<file path="config.mk">
export PLATFORM = sky130hd
export DESIGN_NAME = debounced_multi_counter
export DESIGN_NICKNAME = d
export VERILOG_FILES = /design/src/rtl/debounced_multi_counter.sv
export SDC_FILE = /design/constraint.sdc
export NUM_CORES = 1
export LEC_CHECK = 0
export BUFFER_PORTS_ARGS = -buffer_cell sky130_fd_sc_hd__buf_4
export CAP_MARGIN = 20
export CORE_MARGIN = 2
export CORE_UTILIZATION = 55
export CTS_CLUSTER_DIAMETER = 150
export CTS_CLUSTER_SIZE = 14
export DETAILED_ROUTE_END_ITERATION = 16
export GPL_ROUTABILITY_DRIVEN = 0
export GPL_TIMING_DRIVEN = 0
export HOLD_SLACK_MARGIN = 0.08
export PLACE_DENSITY = 0.73
export SLEW_MARGIN = 20
export SYNTH_ARGS = -nofsm -noshare
export SYNTH_HDL_FRONTEND = slang
export SYNTH_SLANG_ARGS = --single-unit
</file>
<file path="constraint.sdc">
create_clock -name clock -period 5.07 [get_ports clock]
set_clock_uncertainty 0.2 [all_clocks]
set_input_delay 0.507 -clock clock [delete_from_list [all_inputs] [get_ports clock]]
set_output_delay 0.507 -clock clock [all_outputs]
set_load 0.1 [all_outputs]
</file>
<file path="src/rtl/debounced_multi_counter.sv">
// debounced_multi_counter
//   N_CH-channel push-button event counter. Each channel has a 2-flop
//   synchroniser, a four-state debounce FSM and a CNT_W-bit event counter.
//   Every clean press (accepted LOW->HIGH transition) adds one to the count
//   of its channel.
//
//   Optional feature: define HOLD_REPEAT_EN to auto-repeat while a button is
//   held. The first repeat fires REPEAT_CYCLES cycles after entry to HIGH,
//   and further repeats follow every REPEAT_CYCLES cycles. Without the macro
//   each press produces exactly one event.
//
// Ports
//   clock      in   system clock, rising edge
//   reset      in   synchronous active-high reset of all state
//   btn_in     in   raw asynchronous buttons, active-high, one per channel
//   clear      in   synchronous clear of the counts only
//   stable_out out  debounced level per channel
//   pulse_out  out  1-cycle pulse per counted event
//   count_out  out  channel i count at [i*CNT_W +: CNT_W]
module debounced_multi_counter #(
  parameter int unsigned N_CH          = 4,
  parameter int unsigned CNT_W         = 4,
  parameter int unsigned DB_CYCLES     = 1000000,
  parameter bit          SATURATE      = 1'b0,
  parameter int unsigned REPEAT_CYCLES = 25000000
) (
  input  logic                    clock,
  input  logic                    reset,
  input  logic [N_CH-1:0]         btn_in,
  input  logic                    clear,
  output logic [N_CH-1:0]         stable_out,
  output logic [N_CH-1:0]         pulse_out,
  output logic [N_CH*CNT_W-1:0]   count_out
);

  typedef enum logic [1:0] {LOW, WAIT_H, HIGH, WAIT_L} state_t;

  localparam int unsigned TW = $clog2(DB_CYCLES);
  // The timer compares its current value before incrementing, so the last
  // waiting cycle is at DB_CYCLES-2; the input is then seen stable for
  // exactly DB_CYCLES consecutive cycles (entry cycle included).
  localparam logic [TW-1:0]    TLAST = TW'(DB_CYCLES - 2);
  localparam logic [CNT_W-1:0] CMAX  = '1;

  logic [N_CH-1:0]  s1_q, s2_q;
  logic [N_CH-1:0]  pulse_q, pulse_d;
  state_t           state_q [N_CH];
  state_t           state_d [N_CH];
  logic [TW-1:0]    timer_q [N_CH];
  logic [TW-1:0]    timer_d [N_CH];
  logic [CNT_W-1:0] cnt_q   [N_CH];
  logic [CNT_W-1:0] cnt_d   [N_CH];

`ifdef HOLD_REPEAT_EN
  localparam int unsigned RW    = (REPEAT_CYCLES > 2) ? $clog2(REPEAT_CYCLES) : 1;
  localparam logic [RW-1:0] RLAST = RW'(REPEAT_CYCLES - 1);
  logic [RW-1:0]    rep_q [N_CH];
  logic [RW-1:0]    rep_d [N_CH];
`endif

  always_comb begin
    for (int unsigned i = 0; i < N_CH; i++) begin
      state_d[i] = state_q[i];
      timer_d[i] = timer_q[i];
      pulse_d[i] = 1'b0;
      cnt_d[i]   = cnt_q[i];
`ifdef HOLD_REPEAT_EN
      rep_d[i]   = rep_q[i];
`endif
      case (state_q[i])
        LOW: begin
          if (s2_q[i]) begin
            state_d[i] = WAIT_H;
            timer_d[i] = '0;
          end
        end
        WAIT_H: begin
          if (!s2_q[i]) begin
            state_d[i] = LOW;
          end else if (timer_q[i] == TLAST) begin
            state_d[i] = HIGH;
            pulse_d[i] = 1'b1;
`ifdef HOLD_REPEAT_EN
            rep_d[i]   = '0;
`endif
          end else begin
            timer_d[i] = timer_q[i] + 1'b1;
          end
        end
        HIGH: begin
          if (!s2_q[i]) begin
            state_d[i] = WAIT_L;
            timer_d[i] = '0;
`ifdef HOLD_REPEAT_EN
            rep_d[i]   = '0;
          end else if (rep_q[i] == RLAST) begin
            pulse_d[i] = 1'b1;
            rep_d[i]   = '0;
          end else begin
            rep_d[i]   = rep_q[i] + 1'b1;
`endif
          end
        end
        WAIT_L: begin
          if (s2_q[i]) begin
            // Bounce back to HIGH: the repeat period restarts from zero.
            state_d[i] = HIGH;
`ifdef HOLD_REPEAT_EN
            rep_d[i]   = '0;
`endif
          end else if (timer_q[i] == TLAST) begin
            state_d[i] = LOW;
          end else begin
            timer_d[i] = timer_q[i] + 1'b1;
          end
        end
        default: state_d[i] = LOW;
      endcase

      // clear wins over a simultaneous event; the pulse itself is unaffected.
      if (clear) begin
        cnt_d[i] = '0;
      end else if (pulse_d[i] && (!SATURATE || (cnt_q[i] != CMAX))) begin
        cnt_d[i] = cnt_q[i] + 1'b1;
      end
    end
  end

  always_ff @(posedge clock) begin
    if (reset) begin
      s1_q    <= '0;
      s2_q    <= '0;
      pulse_q <= '0;
      for (int unsigned i = 0; i < N_CH; i++) begin
        state_q[i] <= LOW;
        timer_q[i] <= '0;
        cnt_q[i]   <= '0;
`ifdef HOLD_REPEAT_EN
        rep_q[i]   <= '0;
`endif
      end
    end else begin
      s1_q    <= btn_in;
      s2_q    <= s1_q;
      pulse_q <= pulse_d;
      for (int unsigned i = 0; i < N_CH; i++) begin
        state_q[i] <= state_d[i];
        timer_q[i] <= timer_d[i];
        cnt_q[i]   <= cnt_d[i];
`ifdef HOLD_REPEAT_EN
        rep_q[i]   <= rep_d[i];
`endif
      end
    end
  end

  always_comb begin
    stable_out = '0;
    count_out  = '0;
    for (int unsigned i = 0; i < N_CH; i++) begin
      stable_out[i]                 = (state_q[i] == HIGH) || (state_q[i] == WAIT_L);
      count_out[i*CNT_W +: CNT_W]   = cnt_q[i];
    end
  end

  assign pulse_out = pulse_q;

endmodule

</file>
==> results.sh, run 1 <==
export IMPL_outcome="finished, final reports clean"
export IMPL_critPathRequiredTime_ns=5.31
export IMPL_r2r_start="timer_q[3][0]$_SDFFE_PP0P_"
export IMPL_layout_drive_gt1_share_pct=8.99
export IMPL_crit_path_end_kind="flip-flop"
export IMPL_die_x_um=105
export IMPL_clk_path_buf_depth=2
export IMPL_cts_buffers=17
export IMPL_wl_um=13400
export IMPL_power_density_nw_per_um2=310
export IMPL_wl_per_cell_um=15.3
export IMPL_grt_overflow=0
export IMPL_area_growth_pct=17.3
export IMPL_rsz0062_at_grt="false"
export IMPL_setup_violations=0
export IMPL_maxSlewHeadroom_pct=29.5
export IMPL_drt_first_pass_iters=5
export IMPL_final_min_clock_period_ns=3.10
export IMPL_startpoint_type="flip-flop"
export IMPL_tns_ns=0
export IMPL_core_area_sq_um=9860
export IMPL_port_buffers=30
export IMPL_grt_use_total_pct=25.3
export IMPL_syn_area_sq_um=5630
export IMPL_clockRootBuffer="clkbuf_8"
export IMPL_antenna_found_initial=0
export IMPL_p_clk_share_pct=52.5
export IMPL_synth_flop_cell="dfxtp_1"
export IMPL_hp_class="flip-flop to flip-flop"
export IMPL_power_internal_mw=1.62
export IMPL_num_antenna_cells=0
export IMPL_grt_pass1_wl_um=22800
export IMPL_synth_seq_cells=116
export IMPL_worstSetupPathType="flip-flop to flip-flop"
export IMPL_grt_pass1_vias=4964
export IMPL_crit_start="timer_q[3][0]$_SDFFE_PP0P_"
export IMPL_synth_top_area_cell="dfxtp_1"
export IMPL_cap_violations=0
export IMPL_p_sw_uw=420
export IMPL_fmax_mhz=323
export IMPL_syn_nets=700
export IMPL_final_max_slew_violation_count=0
export IMPL_min_from="s1_q[0]$_SDFF_PP0_"
export IMPL_nets=753
export IMPL_synth_edf_count=0
export IMPL_cp_max_fo=8
export IMPL_yosys_top_cells_area="dfxtp_1 41%, a21oi_1 4.8%, o21ai_0 4.7%, nand4_1 4.0%, or3_1 3.7%"
export IMPL_power_frac_seq_pct=45.0
export IMPL_htreeDepth=4
export IMPL_syn_area_per_cell_sq_um=8.26
export IMPL_io_pins=31
export IMPL_synth_top_cell_area_share_pct=41.3
export IMPL_post_cts_buffers=0
export IMPL_cts_sinks=116
export IMPL_max_stage_delay_ns=0.54
export IMPL_min_period_over_period_pct=61.1
export IMPL_drt_iter0_drc=369
export IMPL_power_share_switching_pct=20.6
export IMPL_drc_errors=0
export IMPL_synthCells=681
export IMPL_yosysWarnings=0
export IMPL_viasPerCell=6.00
export IMPL_clk_latency_ns=0.52
export IMPL_path_common_cell="or4_4"
export IMPL_via_count=5266
export IMPL_die_area_sq_um=11100
export IMPL_arrival_ns=3.34
export IMPL_path_cells="inv_1, ha_1, or4bb_1, or4_4, buf_6, or4_4, or3_1, a21oi_1"
export IMPL_initial_core_util_pct=57.1
export IMPL_ant_nets=0
export IMPL_max_vdd_ir_drop_uv=220
export IMPL_finalPower_mw=2.05
export IMPL_hold_viol_final=0
export IMPL_cp_slowest_cell="or4bb_1"
export IMPL_row_count=36
export IMPL_cts_clk_slew_worst_paths_ns=0.05
export IMPL_yosys_cell_types_count=54
export IMPL_worst_slew_pin_slew_ns=1.05
export IMPL_die_y_um=105
export IMPL_p_comb_share_pct=2.5
export IMPL_dp_hpwl_um=9270
export IMPL_post_cts_resized=0
export IMPL_grt_max_degree=17
export IMPL_async_flop_share_pct=0
export IMPL_seq_area_frac_synth_pct=41.3
export IMPL_cts_tree="yes"
export IMPL_p_leak_nw=2.30
[sequential cells by signal (all words and copies together) (netlist names), named ones only]
register   flops
s2_q           4
s1_q           4
cnt_q         16
timer_q       80
state_q        4
pulse_out      4
[path summary, 6_finish.rpt]
check / end / slack, ns / cells after the start
max: cnt_q[3][3]$_SDFFE_PP0P_ / 1.97 / 8
min: s2_q[0]$_SDFF_PP0_ / 0.24 / 1
max reg2reg: cnt_q[3][3]$_SDFFE_PP0P_ / 1.97 / 8
min reg2reg: s2_q[0]$_SDFF_PP0_ / 0.24 / 1
[power groups by stage]
stage	sequential (mW)	combinational [mW]	clock, mW
after detailed placement	0.939	0.0475	0
after global placement	0.939	0.0468	0
after global routing	0.920	0.0562	1.13
after CTS	0.920	0.0504	1.09
after floorplan	0.938	0.0307	0
final	0.920	0.0506	1.07
[layout by cell type, fill, tap and decap left out, types with 11 or more instances in the layout]
master     instances
xor2_1            19
ha_1              12
clkbuf_16         16
nor2_1            44
a21oi_1           54
a31oi_1           16
nor4_1            14
inv_1             27
or3_1             33
buf_4             30
nor2b_1           11
o21ai_0           53
clkbuf_1          28
nand2_1           43
nand3_1           37
dfxtp_1          116
nor3_1            20
and3_1            12
nand4_1           36
xnor2_1           11
[timing repair]
action / 4_1_cts / 5_1_grt
setup endpoints to repair: 0 / 0
hold buffers: 4 / 0
hold endpoints to repair: 4 / 0
[routing by layer]
| layer | track usage [%] | up-vias | wire length [um] |
|---|---|---|---|
| met5 | 0 | - | 0 |
| met4 | 11.9 | 0 | 278 |
| met3 | 6.11 | 25 | 866 |
| met2 | 39.2 | 171 | 6090 |
| met1 | 33.2 | 2450 | 6160 |
| li1 | - | 2620 | - |
[synth_stat cells, drive strengths merged (4+ instances only)]
library cell	count
dfxtp	116
a21oi	54
o21ai	54
nor2	44
nand2	43
nand3	37
nand4	36
or3	33
inv	27
clkbuf	24
nor3	20
xor2	19
a31oi	16
nor4	15
and3	12
ha	12
nor2b	11
xnor2	11
nand2b	10
a21o	9
or4	9
mux2i	8
and4	7
a211o	6
and2	6
a211oi	4
o211ai	4
[layout make-up]
type / count / area (sq um)
fill: 807 / 3260
multi-input combinational: 510 / 3100
sequential: 116 / 2320
clock buffer: 25 / 484
timing repair buffer: 34 / 265
tap: 133 / 166
buffer: 27 / 110
inverter: 28 / 105
clock inverter: 5 / 50.0
[kinds of logic after synthesis]
kind of cell | count (synthesis) | synth area share [%]
AOI/OAI and AO/OA | 164 | 17.0
xor gates and xnor gates | 30 | 4.67
adders and majority gates | 12 | 2.67
buffers and inverters | 55 | 3.82
DFF | 116 | 41.3
muxes | 9 | 1.62
and+or+nand+nor | 295 | 28.9
[critical path: cells and delay by family, from the launching register on]
kind                       cells  cell delay [ns]
buffers and inverters          2             0.23
DFF                            1             0.36
AOI/OAI and AO/OA              1             0.14
and+or+nand+nor                4             1.95
adders and majority gates      1             0.16
[through the flow]
stage                     util [%]  worst slack [ns]  area [sq um]  cells  hold slack, ns
after detailed placement      61.1              1.96          6030    844           0.227
final                         66.9              1.97          6600    878           0.236
after CTS                     66.9              1.97          6600    878           0.242
after global placement        61.0              2.02          6020    844           0.220
after floorplan                  -              2.16          5630    681           0.214
after global routing          66.9              1.68          6600    878           0.254
Power figures use the tool's default switching activity.
==> inputs of run 2 (changes only) <==
--- a/config.mk
+++ b/config.mk
@@ -15,7 +15,7 @@
 export GPL_ROUTABILITY_DRIVEN = 0
 export GPL_TIMING_DRIVEN = 0
 export HOLD_SLACK_MARGIN = 0.08
-export PLACE_DENSITY = 0.73
+export PLACE_DENSITY = 0.76
 export SLEW_MARGIN = 20
 export SYNTH_ARGS = -nofsm -noshare
 export SYNTH_HDL_FRONTEND = slang
==> constraint.sdc (replaced) <==
create_clock -name clock -period 2.7 [get_ports clock]
set_clock_uncertainty 0.2 [all_clocks]
set_input_delay 0.27 -clock clock [delete_from_list [all_inputs] [get_ports clock]]
set_output_delay 0.27 -clock clock [all_outputs]
set_load 0.1 [all_outputs]
==> results.sh, run 2 (synthesis gave the netlist of run 1 again) <==
export IMPL_die_x_um=105
export IMPL_grt_pass1_wl_um=22500
export IMPL_p_clk_share_pct=57.1
export IMPL_clockRootBuffer="clkbuf_8"
export IMPL_violations="negative setup slack"
export IMPL_initial_core_util_pct=57.1
export IMPL_layout_common_cells="112 x dfxtp_1, 52 x a21oi_1, 50 x o21ai_0"
export IMPL_wl_um=13700
export IMPL_hp_class="input pin to flip-flop"
export IMPL_dp_hpwl_um=9230
export IMPL_fmax_mhz=360
export IMPL_htreeDepth=4
export IMPL_crit_start="timer_q[3][12]$_SDFFE_PP0P_"
export IMPL_cts_clk_slew_worst_paths_ns=0.06
export IMPL_r2r_start="timer_q[3][12]$_SDFFE_PP0P_"
export IMPL_reg2reg_depth=6
export IMPL_layout_drive_gt1_share_pct=13.1
export IMPL_cap_violations=0
export IMPL_clk_latency_ns=0.54
export IMPL_r2r_end="cnt_q[3][3]$_SDFFE_PP0P_"
export IMPL_top_regs="timer_q x80, cnt_q x16"
export IMPL_power_internal_mw=3.40
export IMPL_dpl_cell_count=844
export IMPL_arrival_ns=3.04
export IMPL_hold_viol_final=0
export IMPL_startpoint_type="flip-flop"
export IMPL_outcome="finished with violations"
export IMPL_largest_register="timer_q"
export IMPL_tns_ns=-0.0846
export IMPL_power_density_nw_per_um2=623
export IMPL_clk_path_buf_depth=2
export IMPL_grt_max_degree=17
export IMPL_grt_overflow=0
export IMPL_setup_violations=2
export IMPL_drt_first_pass_iters=8
export IMPL_grt_pass1_vias=4856
export IMPL_final_max_slew_violation_count=0
export IMPL_cts_buffers=17
export IMPL_num_antenna_cells=0
export IMPL_layout_commonest_cell="dfxtp_1"
export IMPL_worst_slew_pin_slew_ns=0.691
export IMPL_cts_sinks=116
export IMPL_die_y_um=105
export IMPL_cts_tree="yes"
export IMPL_ff2ff_setup_slack_ns=-0.07
export IMPL_ant_nets=0
export IMPL_port_buffers=30
export IMPL_rsz0062_at_grt="true"
export IMPL_via_count=5346
export IMPL_grt_use_total_pct=25.2
export IMPL_drt_iter0_drc=285
export IMPL_crit_path_end_kind="flip-flop"
export IMPL_maxSlewHeadroom_pct=53.6
export IMPL_layout_cells_non_filler=882
export IMPL_row_count=36
export IMPL_wl_per_cell_um=15.6
export IMPL_nets=756
export IMPL_io_pins=31
export IMPL_critPathRequiredTime_ns=2.97
export IMPL_max_vdd_ir_drop_uv=776
export IMPL_power_share_switching_pct=20.1
export IMPL_finalWorstSetupSlack_ns=-0.0745
export IMPL_area_growth_pct=21.5
export IMPL_crit_end="cnt_q[3][3]$_SDFFE_PP0P_"
export IMPL_p_leak_nw=2.40
export IMPL_cp_max_fo=8
export IMPL_min_period_over_period_pct=103
export IMPL_final_min_clock_period_ns=2.77
export IMPL_core_area_sq_um=9860
export IMPL_power_frac_seq_pct=40.5
export IMPL_die_area_sq_um=11100
export IMPL_utilization_pct=69.3
export IMPL_p_sw_uw=854
export IMPL_largest_register_ffs=80
export IMPL_antenna_found_initial=0
export IMPL_viasPerCell=6.06
export IMPL_fin_hold_ws_ns=0.180
export IMPL_drc_errors=0
export IMPL_worstSetupPathType="flip-flop to flip-flop"
export IMPL_p_comb_share_pct=2.3
## run 2: changes by cell type in the layout (fill, tap and decap cells not counted), moves of 3 or more
cell | previous run | this run
dfxtp_2 | 0 | 3
bufinv_16 | 1 | 5
buf_4 | 30 | 34
clkbuf_2 | 0 | 3
dfxtp_1 | 116 | 112
o21ai_0 | 53 | 50
clkbuf_1 | 28 | 20
## run 2: worst max-delay path, cell delays in order, from the launching register on
cell     delay, ns
dfxtp_1       0.30
buf_2         0.16
or4bb_4       0.55
or4_4         0.52
or4_4         0.52
or3_4         0.35
a21oi_2       0.12
## run 2: timing repair
item,CTS,global route
gates resized for setup,13,20
setup endpoints to repair,32,41
pin swaps,4,2
hold buffers,5,0
gates cloned,0,0
hold endpoints to repair,8,0
setup buffers,4,1
## run 2: cell type report
class                           count  area (sq um)
Fill cell                         765          3020
Tap cell                          133           166
Inverter                           28           105
Clock buffer                       21           459
Clock inverter                     10           178
Sequential cell                   116          2330
Timing Repair Buffer               40           317
Buffer                             24          95.1
Multi-Input combinational cell    510          3190
## run 2: routing by layer
layer	global-route usage [%]	share of wire [%]	vias up	wire (um)
met1	32.2	45	2535	6150
li1	-	-	2622	-
met5	0	0	-	0
met4	10.1	1.5	0	212
met3	7.80	6.8	23	934
met2	39.6	47	166	6450
## run 2: power by group through the flow
stage / clock (mW) / sequential [mW] / combinational (mW)
final: 2.43 / 1.73 / 0.0998
after global routing: 2.52 / 1.73 / 0.109
after CTS: 2.45 / 1.73 / 0.0980
after detailed placement: 0 / 1.76 / 0.0904
after global placement: 0 / 1.76 / 0.0888
after floorplan: 0 / 1.76 / 0.0576
## run 2: stage by stage
step           instance area, sq um  power, mW  setup slack, ns
2_1_floorplan                  5630       1.82           -0.124
3_3_place_gp                   6020       1.85           -0.237
3_5_place_dp                   6020       1.85           -0.268
4_1_cts                        6760       4.28           -0.112
5_1_grt                        6840       4.36          -0.0962
6_report                       6840       4.26          -0.0745
## run 2: worst min path at each step
stage                        from                        to  slack [ns]  cells after the start
5_1_grt                     clear  cnt_q[3][3]$_SDFFE_PP0P_        0.20                      4
4_1_cts                     clear  cnt_q[1][2]$_SDFFE_PP0P_        0.18                      4
3_3_place_gp   s1_q[3]$_SDFF_PP0_        s2_q[3]$_SDFF_PP0_        0.22                      1
2_1_floorplan           btn_in[0]        s1_q[0]$_SDFF_PP0_        0.20                      1
3_5_place_dp   s1_q[2]$_SDFF_PP0_        s2_q[2]$_SDFF_PP0_        0.23                      1
6_report                    clear  cnt_q[3][3]$_SDFFE_PP0P_        0.18                      4
